$ cat config.mk
export PLATFORM = sky130hd
export DESIGN_NAME = upd_iq_noise_packer
export DESIGN_NICKNAME = d
export VERILOG_FILES = /design/src/rtl/upd_iq_noise_packer.sv
export SDC_FILE = /design/constraint.sdc
export NUM_CORES = 1
export LEC_CHECK = 0
export CORE_MARGIN = 2
export CORE_UTILIZATION = 52
export CTS_BUF_LIST = sky130_fd_sc_hd__clkbuf_8
export DETAILED_ROUTE_END_ITERATION = 10
export HOLD_SLACK_MARGIN = 0.03
export PLACE_DENSITY_LB_ADDON = 0.2
export SLEW_MARGIN = 20
export SYNTH_ARGS = -nofsm -noshare
export SYNTH_HDL_FRONTEND = slang
export SYNTH_SLANG_ARGS = --single-unit
$ cat constraint.sdc
create_clock -name i_core_clk -period 3 [get_ports i_core_clk]
set_input_delay 0.6 -clock i_core_clk [delete_from_list [all_inputs] [get_ports i_core_clk]]
set_output_delay 0.6 -clock i_core_clk [all_outputs]
set_load 0.05 [all_outputs]
$ cat src/rtl/upd_iq_noise_packer.sv
// Packs per-RE IQ samples (4 per word) and noise samples (8 per word) into 128-bit FIFO words for one user per start pulse.
// Optional UPD_PACK_PAD_REPLICATE_EN: flush pads unused lanes with the last accepted lane instead of zero.
module upd_iq_noise_packer #(
    parameter int SAMPLE_W = 16,
    parameter int IQ_LANES = 4,
    parameter int NS_LANES = 8
) (
    input  logic                             i_core_clk,
    input  logic                             i_rx_rstn,
    input  logic                             i_user_start,
    input  logic [15:0]                      i_cur_user_re_amounts,
    input  logic [15:0]                      i_user_iq_noise_rate,
    input  logic                             i_iq_valid,
    input  logic [SAMPLE_W-1:0]              i_iq_data_i,
    input  logic [SAMPLE_W-1:0]              i_iq_data_q,
    output logic                             o_iq_ready,
    input  logic                             i_noise_valid,
    input  logic [SAMPLE_W-1:0]              i_noise_data,
    output logic                             o_noise_ready,
    input  logic                             i_iq_fifo_full,
    output logic                             o_iq_fifo_wr_en,
    output logic [IQ_LANES*2*SAMPLE_W-1:0]   o_iq_fifo_wdata,
    input  logic                             i_noise_fifo_full,
    output logic                             o_noise_fifo_wr_en,
    output logic [NS_LANES*SAMPLE_W-1:0]     o_noise_fifo_wdata,
    output logic                             o_busy,
    output logic                             o_user_done
);

    localparam int IQ_W  = 2 * SAMPLE_W;
    localparam int IQ_LW = $clog2(IQ_LANES);
    localparam int NS_LW = $clog2(NS_LANES);
    localparam logic [IQ_LW-1:0] IQ_LAST = IQ_LW'(IQ_LANES - 1);
    localparam logic [NS_LW-1:0] NS_LAST = NS_LW'(NS_LANES - 1);

    typedef enum logic [2:0] {ST_IDLE, ST_CALC, ST_RUN, ST_FLUSH, ST_DONE} state_t;

    state_t state, state_nxt;

    logic [15:0] rate;
    logic [15:0] calc_rem;
    logic [15:0] iq_left;
    logic [15:0] ns_left;
    logic [IQ_LW-1:0] iq_lane;
    logic [NS_LW-1:0] ns_lane;
    logic [IQ_LANES-1:0][IQ_W-1:0]     iq_buf, iq_full_word, iq_pad_word;
    logic [NS_LANES-1:0][SAMPLE_W-1:0] ns_buf, ns_full_word, ns_pad_word;
    logic iq_acc, ns_acc;

    always_ff @(posedge i_core_clk or negedge i_rx_rstn) begin
        if (!i_rx_rstn) state <= ST_IDLE;
        else            state <= state_nxt;
    end

    always_comb begin
        state_nxt = state;
        case (state)
            ST_IDLE:  if (i_user_start) state_nxt = ST_CALC;
            ST_CALC:  if (calc_rem == 16'd0) state_nxt = (iq_left == 16'd0) ? ST_DONE : ST_RUN;
            ST_RUN:   if (iq_left == 16'd0 && ns_left == 16'd0) state_nxt = ST_FLUSH;
            ST_FLUSH: if (iq_lane == '0 && ns_lane == '0) state_nxt = ST_DONE;
            ST_DONE:  state_nxt = ST_IDLE;
            default:  state_nxt = ST_IDLE;
        endcase
    end

    always_comb begin
        o_iq_ready    = (state == ST_RUN) && (iq_left != 16'd0) && !i_iq_fifo_full;
        o_noise_ready = (state == ST_RUN) && (ns_left != 16'd0) && !i_noise_fifo_full;
        o_busy        = (state != ST_IDLE);
        o_user_done   = (state == ST_DONE);
    end

    assign iq_acc = o_iq_ready & i_iq_valid;
    assign ns_acc = o_noise_ready & i_noise_valid;

    // Lanes above the write pointer are always zero in the buffers, so zero padding is the buffer itself.
    always_comb begin
        iq_full_word          = iq_buf;
        iq_full_word[iq_lane] = {i_iq_data_q, i_iq_data_i};
        ns_full_word          = ns_buf;
        ns_full_word[ns_lane] = i_noise_data;
        iq_pad_word           = iq_buf;
        ns_pad_word           = ns_buf;
`ifdef UPD_PACK_PAD_REPLICATE_EN
        for (int k = 0; k < IQ_LANES; k++)
            if (k >= int'(iq_lane)) iq_pad_word[k] = iq_buf[iq_lane - 1'b1];
        for (int k = 0; k < NS_LANES; k++)
            if (k >= int'(ns_lane)) ns_pad_word[k] = ns_buf[ns_lane - 1'b1];
`endif
    end

    // ns_left counts up during CALC (one per subtraction of R), then down as noise samples are accepted.
    always_ff @(posedge i_core_clk or negedge i_rx_rstn) begin
        if (!i_rx_rstn) begin
            rate               <= '0;
            calc_rem           <= '0;
            iq_left            <= '0;
            ns_left            <= '0;
            iq_lane            <= '0;
            ns_lane            <= '0;
            iq_buf             <= '0;
            ns_buf             <= '0;
            o_iq_fifo_wr_en    <= 1'b0;
            o_iq_fifo_wdata    <= '0;
            o_noise_fifo_wr_en <= 1'b0;
            o_noise_fifo_wdata <= '0;
        end else begin
            o_iq_fifo_wr_en    <= 1'b0;
            o_noise_fifo_wr_en <= 1'b0;
            case (state)
                ST_IDLE: begin
                    if (i_user_start) begin
                        rate     <= (i_user_iq_noise_rate == 16'd0) ? 16'd1 : i_user_iq_noise_rate;
                        calc_rem <= i_cur_user_re_amounts;
                        iq_left  <= i_cur_user_re_amounts;
                        ns_left  <= '0;
                        iq_lane  <= '0;
                        ns_lane  <= '0;
                        iq_buf   <= '0;
                        ns_buf   <= '0;
                    end
                end
                ST_CALC: begin
                    if (calc_rem != 16'd0) begin
                        calc_rem <= (calc_rem > rate) ? calc_rem - rate : 16'd0;
                        ns_left  <= ns_left + 16'd1;
                    end
                end
                ST_RUN: begin
                    if (iq_acc) begin
                        iq_left <= iq_left - 16'd1;
                        if (iq_lane == IQ_LAST) begin
                            o_iq_fifo_wdata <= iq_full_word;
                            o_iq_fifo_wr_en <= 1'b1;
                            iq_lane         <= '0;
                            iq_buf          <= '0;
                        end else begin
                            iq_buf  <= iq_full_word;
                            iq_lane <= iq_lane + 1'b1;
                        end
                    end
                    if (ns_acc) begin
                        ns_left <= ns_left - 16'd1;
                        if (ns_lane == NS_LAST) begin
                            o_noise_fifo_wdata <= ns_full_word;
                            o_noise_fifo_wr_en <= 1'b1;
                            ns_lane            <= '0;
                            ns_buf             <= '0;
                        end else begin
                            ns_buf  <= ns_full_word;
                            ns_lane <= ns_lane + 1'b1;
                        end
                    end
                end
                ST_FLUSH: begin
                    if (iq_lane != '0 && !i_iq_fifo_full) begin
                        o_iq_fifo_wdata <= iq_pad_word;
                        o_iq_fifo_wr_en <= 1'b1;
                        iq_lane         <= '0;
                        iq_buf          <= '0;
                    end
                    if (ns_lane != '0 && !i_noise_fifo_full) begin
                        o_noise_fifo_wdata <= ns_pad_word;
                        o_noise_fifo_wr_en <= 1'b1;
                        ns_lane            <= '0;
                        ns_buf             <= '0;
                    end
                end
                default: ;
            endcase
        end
    end

endmodule
# Word level (Yosys, flattened, before mapping)
# Index checks and enable logic that the tools add are counted.
# classes
add_sub_neg	6
n_lt_le_gt_ge	5
eq_ne	17
mux	58
bitwise	2
n_reduce_logical	39
# op_table
cell	n
2-to-1 mux 128 bit	13
case mux 128 bit (3 select lines)	2
case mux 128 bit (2 select lines)	2
bitwise mux 128 bit	2
2-to-1 mux 16 bit	9
demux 32 bit (select 2 bit)	1
zero test 16 bit	4
case mux 16 bit (2 select lines)	2
demux 16 bit (select 3 bit)	1
case mux 16 bit (3 select lines)	1
nonzero test 16 bit	3
2-to-1 mux 32 bit	1
subtractor 16 x 1 -> 16 bit (second input constant)	2
2-to-1 mux 3 bit	9
AND reduction 4 bit	6
!= test 2 bit (second input constant)	9
adder 16 x 1 -> 16 bit (second input constant)	1
> comparator 16 bit	1
subtractor 16 bit	1
case mux 3 bit (4 select lines)	1
nonzero test 3 bit	4
logical AND 1 bit	10
case mux 3 bit (3 select lines)	1
2-to-1 mux 2 bit	4
other kinds (21)	37
# totals
reg_bits	586
input_bits	87
output_inout_bits	262

# Longest topological paths before layout
# logic_depth
ltp_word	8
depth_mapped	14

# Worst setup path after synthesis
# OpenSTA, ideal clock, no wires.
# synth_path
path_type	register to register
startpoint	register state[1]
endpoint	register o_noise_fifo_wdata[0]
setup_ns	0.077
arrival_time_ns	3.446
setup_slack_ns	-0.524
path_stages_with_launch	10
period_less_slack_ns	3.524
path_cell_list	dfrtp_1 -> clkbuf_1 -> nand2_1 -> nor3b_1 -> nand2_1 -> o32ai_1 -> clkbuf_1 -> clkbuf_1 -> nor2_1 -> a21oi_1
# synth_between
elab_chain_cells	6
# synth_rtl
item	line	source
start: declaration	38	state_t state, state_nxt;
start signal: assignment	52	else state <= state_nxt;
equality test 3 x 2 -> 1 bit	69	o_noise_ready = (state == ST_RUN) && (ns_left != 16'd0) && !i_noise_fifo_full;
logical AND 1 bit (2 in series)	69	
named net o_noise_ready	19	output logic o_noise_ready,
bitwise AND 1 bit	75	assign ns_acc = o_noise_ready & i_noise_valid;
!= test 2 bit (no line)	--	
AND reduction 4 bit (no line)	--	
end signal: assignment	146	o_noise_fifo_wdata <= ns_full_word;
end signal: assignment	164	o_noise_fifo_wdata <= ns_pad_word;
end: declaration	25	output logic [NS_LANES*SAMPLE_W-1:0] o_noise_fifo_wdata,
# The timed path passes the listed nets, and every way through them passes these cells.
# A chain may end at the register's enable or synchronous reset.

# Final worst setup path
# layout_path
startpoint	register iq_left[0]
endpoint	output o_iq_ready
# layout_between
elab_chain_cells	3
# layout_rtl
item	line	source
start: declaration	42	logic [15:0] iq_left;
start signal: assignment	116	iq_left <= i_cur_user_re_amounts;
start signal: assignment	132	iq_left <= iq_left - 16'd1;
nonzero test 16 bit	68	o_iq_ready = (state == ST_RUN) && (iq_left != 16'd0) && !i_iq_fifo_full;
logical AND 1 bit (2 in series)	68	
end: declaration	16	output logic o_iq_ready,
# No other way between the ends.

==> metrics.yaml <==
outcome:
  run_status: "finished, violations left"
  violations: "negative setup slack"
die:
  die-height_um: 228
  die_area_um2: 52000
  row_count: 82
  initial_cell_density_of_the_core_pct: 52.4
  placeableCoreArea_um2: 49900
  boundaryPins: 349
  fp.dieW_um: 228
critical_path:
  cpPeakStageDelay_ns: 0.45
  critPathSlowestCell: "sky130_fd_sc_hd__or4b_4"
  worst_setup_path_end_kind: "primary output"
  cp_top_family: "simple AND/OR/NAND/NOR gates"
  cp.arrival_ns: 2.95
  startpoint_type: "flip-flop"
  cp_cell_sequence: "inv_2 -> ha_4 -> or4b_4 -> or4_4 -> or3_4 -> nor3_4 -> nor3_2 -> buf_6"
  worst-endpoint-required_ns: 2.40
  timing_worst_setup_path_type: "flip-flop to primary output"
  crit_fanout: 2
  critPathBufInv: 2
power:
  static-leakage-power_nw: 16.7
  cellPowerDensity_nw_per_um2: 1120
  worst_ir_drop_on_vdd_mv: 0.905
cts:
  cts_root_buf: "sky130_fd_sc_hd__clkbuf_8"
  cts_sinks: 586
  clk_pin_slew_worst_paths_ns: 0.07
  clock_insertion_delay_worst_skew_ns: 0.71
  numCtsBuffers: 96
  cts_max_level: 3
  tritoncts: "yes"
  clock_path_buffers: 3
synthesis:
  yosysWarningCount: 0
  synth_area_um2: 26100
  post_synth_inst_count: 2386
  synth_sequential_area_ratio_pct: 56.2
  yosys_most_used_dff: "sky130_fd_sc_hd__dfrtp_1"
  syn_area_per_cell_um2: 10.9
  synth-edff-count: 0
  synthDistinctLibCells: 61
  postSynthRegisterBits: 586
  synth_async_sr_flop_share_pct: 100
  postSynthNetCount: 2513
timing:
  fin_ws_ns: -0.552
  timing.fmax_mhz: 281
  fin_crit_sh_pct: 118
  final.hold.worst_slack_ns: 0.472
  relative_slew_slack_pct: 35.6
  finalHoldViolCount: 0
  max_slew.worst_pin.slew_ns: 0.962
  setup_viol_count_final: 276
  finalCriticalPeriod_ns: 3.55
  rsz_0062_raised_after_global_routing: "yes"
  final.setup.tns_ns: -96.58
  maxSlewViolCount: 0
  clock_skew_ns: 0.0366
placed_design:
  port-buffer-count: 348
  pre_cts_ws_ns: -0.160
  post-dp-hpwl_mm: 47.5
  finalWeightedCongestion: 0.867
  detailed_place.area_um2: 30900
detailed_routing:
  number_of_drc_markers_after_the_initial_detailed_route_iteration: 1607
  routed_via_density: 5.91
  drc_errors: 0
  detailroute.via_count: 21300
  antenna_violating_nets_post_route: 0
  totalWireLength_mm: 82.2
  detail_route.wl_per_cell_um: 22.8
  detailedRoute.firstPassIterationCount: 8
global_route:
  grt-ovfl-total: 0
  antenna_found_initial: 0
  grt_max_degree: 75
  global_route_wire_length_before_repair_mm: 129
  globalRouteTotalUtil_pct: 31.6
  first_global_vias: 22200
finish:
  layout-area-overhead-vs-synth_pct: 37.9
  final_cell_mix: "sky130_fd_sc_hd__dfrtp_1 (586), sky130_fd_sc_hd__clkdlybuf4s50_1 (345), sky130_fd_sc_hd__mux2i_1 (257), sky130_fd_sc_hd__nor2_1 (195), sky130_fd_sc_hd__a21oi_1 (193)"
  most_common_cell_after_layout_fill_and_taps_aside: "sky130_fd_sc_hd__dfrtp_1"
  final_layout_size_suffix_gt1_share_pct: 20.6
  finish.instance_area_um2: 36000
  final_net_count: 2994
  antennaDiodeCount: 0
job:
  cap_violations: 0
worst_hold_path:
  min-delay-path-class: "primary input to async pin"
-- cell usage after synthesis (all sizes together) (5+ instances only) --
cell type | number | share of area [%]
o21ai | 212 | 4.2
a21oi | 194 | 3.8
nand2 | 192 | 2.8
xnor2 | 11 | 0.37
and3 | 6 | 0.14
mux2i | 257 | 9.9
nand2b | 33 | 0.79
nor3 | 23 | 0.48
o211ai | 5 | 0.14
o31ai | 5 | 0.14
or3 | 10 | 0.24
nor2b | 38 | 0.91
o21a | 12 | 0.34
clkbuf | 131 | 1.9
ha | 38 | 1.8
nand4 | 7 | 0.17
a22o | 134 | 4.5
a22oi | 11 | 0.32
nor4 | 15 | 0.36
xor2 | 10 | 0.34
buf | 41 | 1.3
nor3b | 5 | 0.14
nor2 | 200 | 2.9
inv | 42 | 0.60
dfrtp | 586 | 56
o2bb2ai | 96 | 3.2
nand3 | 11 | 0.21
a21o | 10 | 0.29
-- logic make-up after synthesis --
group	Yosys count	synth area share, %
adder cells (fa/ha/maj)	40	1.97
multiplexers	257	9.85
AND/OR/NAND/NOR	555	9.55
AO/OA/AOI/OAI	713	17.9
buffers and inverters	214	3.85
flip-flops	586	56.2
XOR/XNOR	21	0.704
-- report_power, final --
part           switching [mW]  internal, mW
logic                    13.4          7.86
clock network            3.32          3.71
registers                1.91          10.2
total                    18.7          21.8
-- timing repair --
item / CTS / global route
pin swaps: 123 / 2
gates resized for setup: 329 / 10
setup endpoints to repair: 219 / 280
hold buffers: 1 / 0
setup buffers: 66 / 2
cloned: 44 / 0
endpoints found under the hold margin: 51 / 0
-- cell type report --
class                   count  area [µm²]
flip-flops and latches    586       14700
fillers                  3355       13800
multi-input cells        1586       11500
repair buffers            555        6870
clock buffers             120        1650
well taps                 672         841
clock inverters            50         287
inverters                  42         158
-- routing by layer --
metal  global-route usage (%)  routed length [µm]  up-vias
li1                         -                   -     9532
met1                     42.2               34200    10800
met2                     51.4               39900      865
met3                     5.51                5230      175
met4                     13.3                2890        0
met5                        0                   0        -
-- registers in the layout, indices dropped and copies added, names as in the netlist --
| register | count |
|---|---|
| o_iq_fifo_wr_en | 1 |
| iq_buf | 128 |
| ns_buf | 128 |
| iq_lane | 2 |
| o_iq_fifo_wdata | 128 |
| o_noise_fifo_wr_en | 1 |
| state | 3 |
| iq_left | 16 |
| ns_lane | 3 |
| o_noise_fifo_wdata | 128 |
| calc_rem | 16 |
| rate | 16 |
| ns_left | 16 |
-- final timing paths --
check | from | to | slack [ns] | depth (start not counted)
max | iq_left[0] | o_iq_ready | -0.55 | 8
min | i_rx_rstn | iq_buf[39] | 0.47 | 2
max reg2reg | iq_left[0] | o_iq_fifo_wdata[24] | -0.51 | 18
min reg2reg | o_iq_fifo_wdata[77] | o_iq_fifo_wdata[77] | 0.48 | 2
max in group asynchronous | i_rx_rstn | o_noise_fifo_wdata[24] | 1.63 | 3
min in group i_core_clk | o_iq_fifo_wdata[77] | o_iq_fifo_wdata[77] | 0.48 | 2
-- metrics by stage --
stage          cells  util (%)  power (mW)
2_1_floorplan   2386         -        24.2
3_3_place_gp    3332      61.9        30.5
3_5_place_dp    3332      61.9        30.9
4_1_cts         3611      72.2        40.3
5_1_grt         3611      72.2        42.4
6_report        3611      72.2        40.5
-- worst register-to-register path, stage by stage, from the launching register on --
cell and delay (ns):
sky130_fd_sc_hd__dfrtp_1 0.39, sky130_fd_sc_hd__inv_2 0.09, sky130_fd_sc_hd__ha_4 0.13, sky130_fd_sc_hd__or4b_4 0.45, sky130_fd_sc_hd__or4_4 0.43, sky130_fd_sc_hd__or3_4 0.36, sky130_fd_sc_hd__nor3_4 0.15, sky130_fd_sc_hd__buf_4 0.16
sky130_fd_sc_hd__nor4b_4 0.04, sky130_fd_sc_hd__buf_4 0.17, sky130_fd_sc_hd__a21oi_4 0.17, sky130_fd_sc_hd__buf_6 0.14, sky130_fd_sc_hd__buf_12 0.15, sky130_fd_sc_hd__buf_4 0.13, sky130_fd_sc_hd__buf_6 0.09, sky130_fd_sc_hd__buf_6 0.12
sky130_fd_sc_hd__buf_16 0.13, sky130_fd_sc_hd__nand2_2 0.05, sky130_fd_sc_hd__o21ai_1 0.08
(Power assumes the default switching activity.)
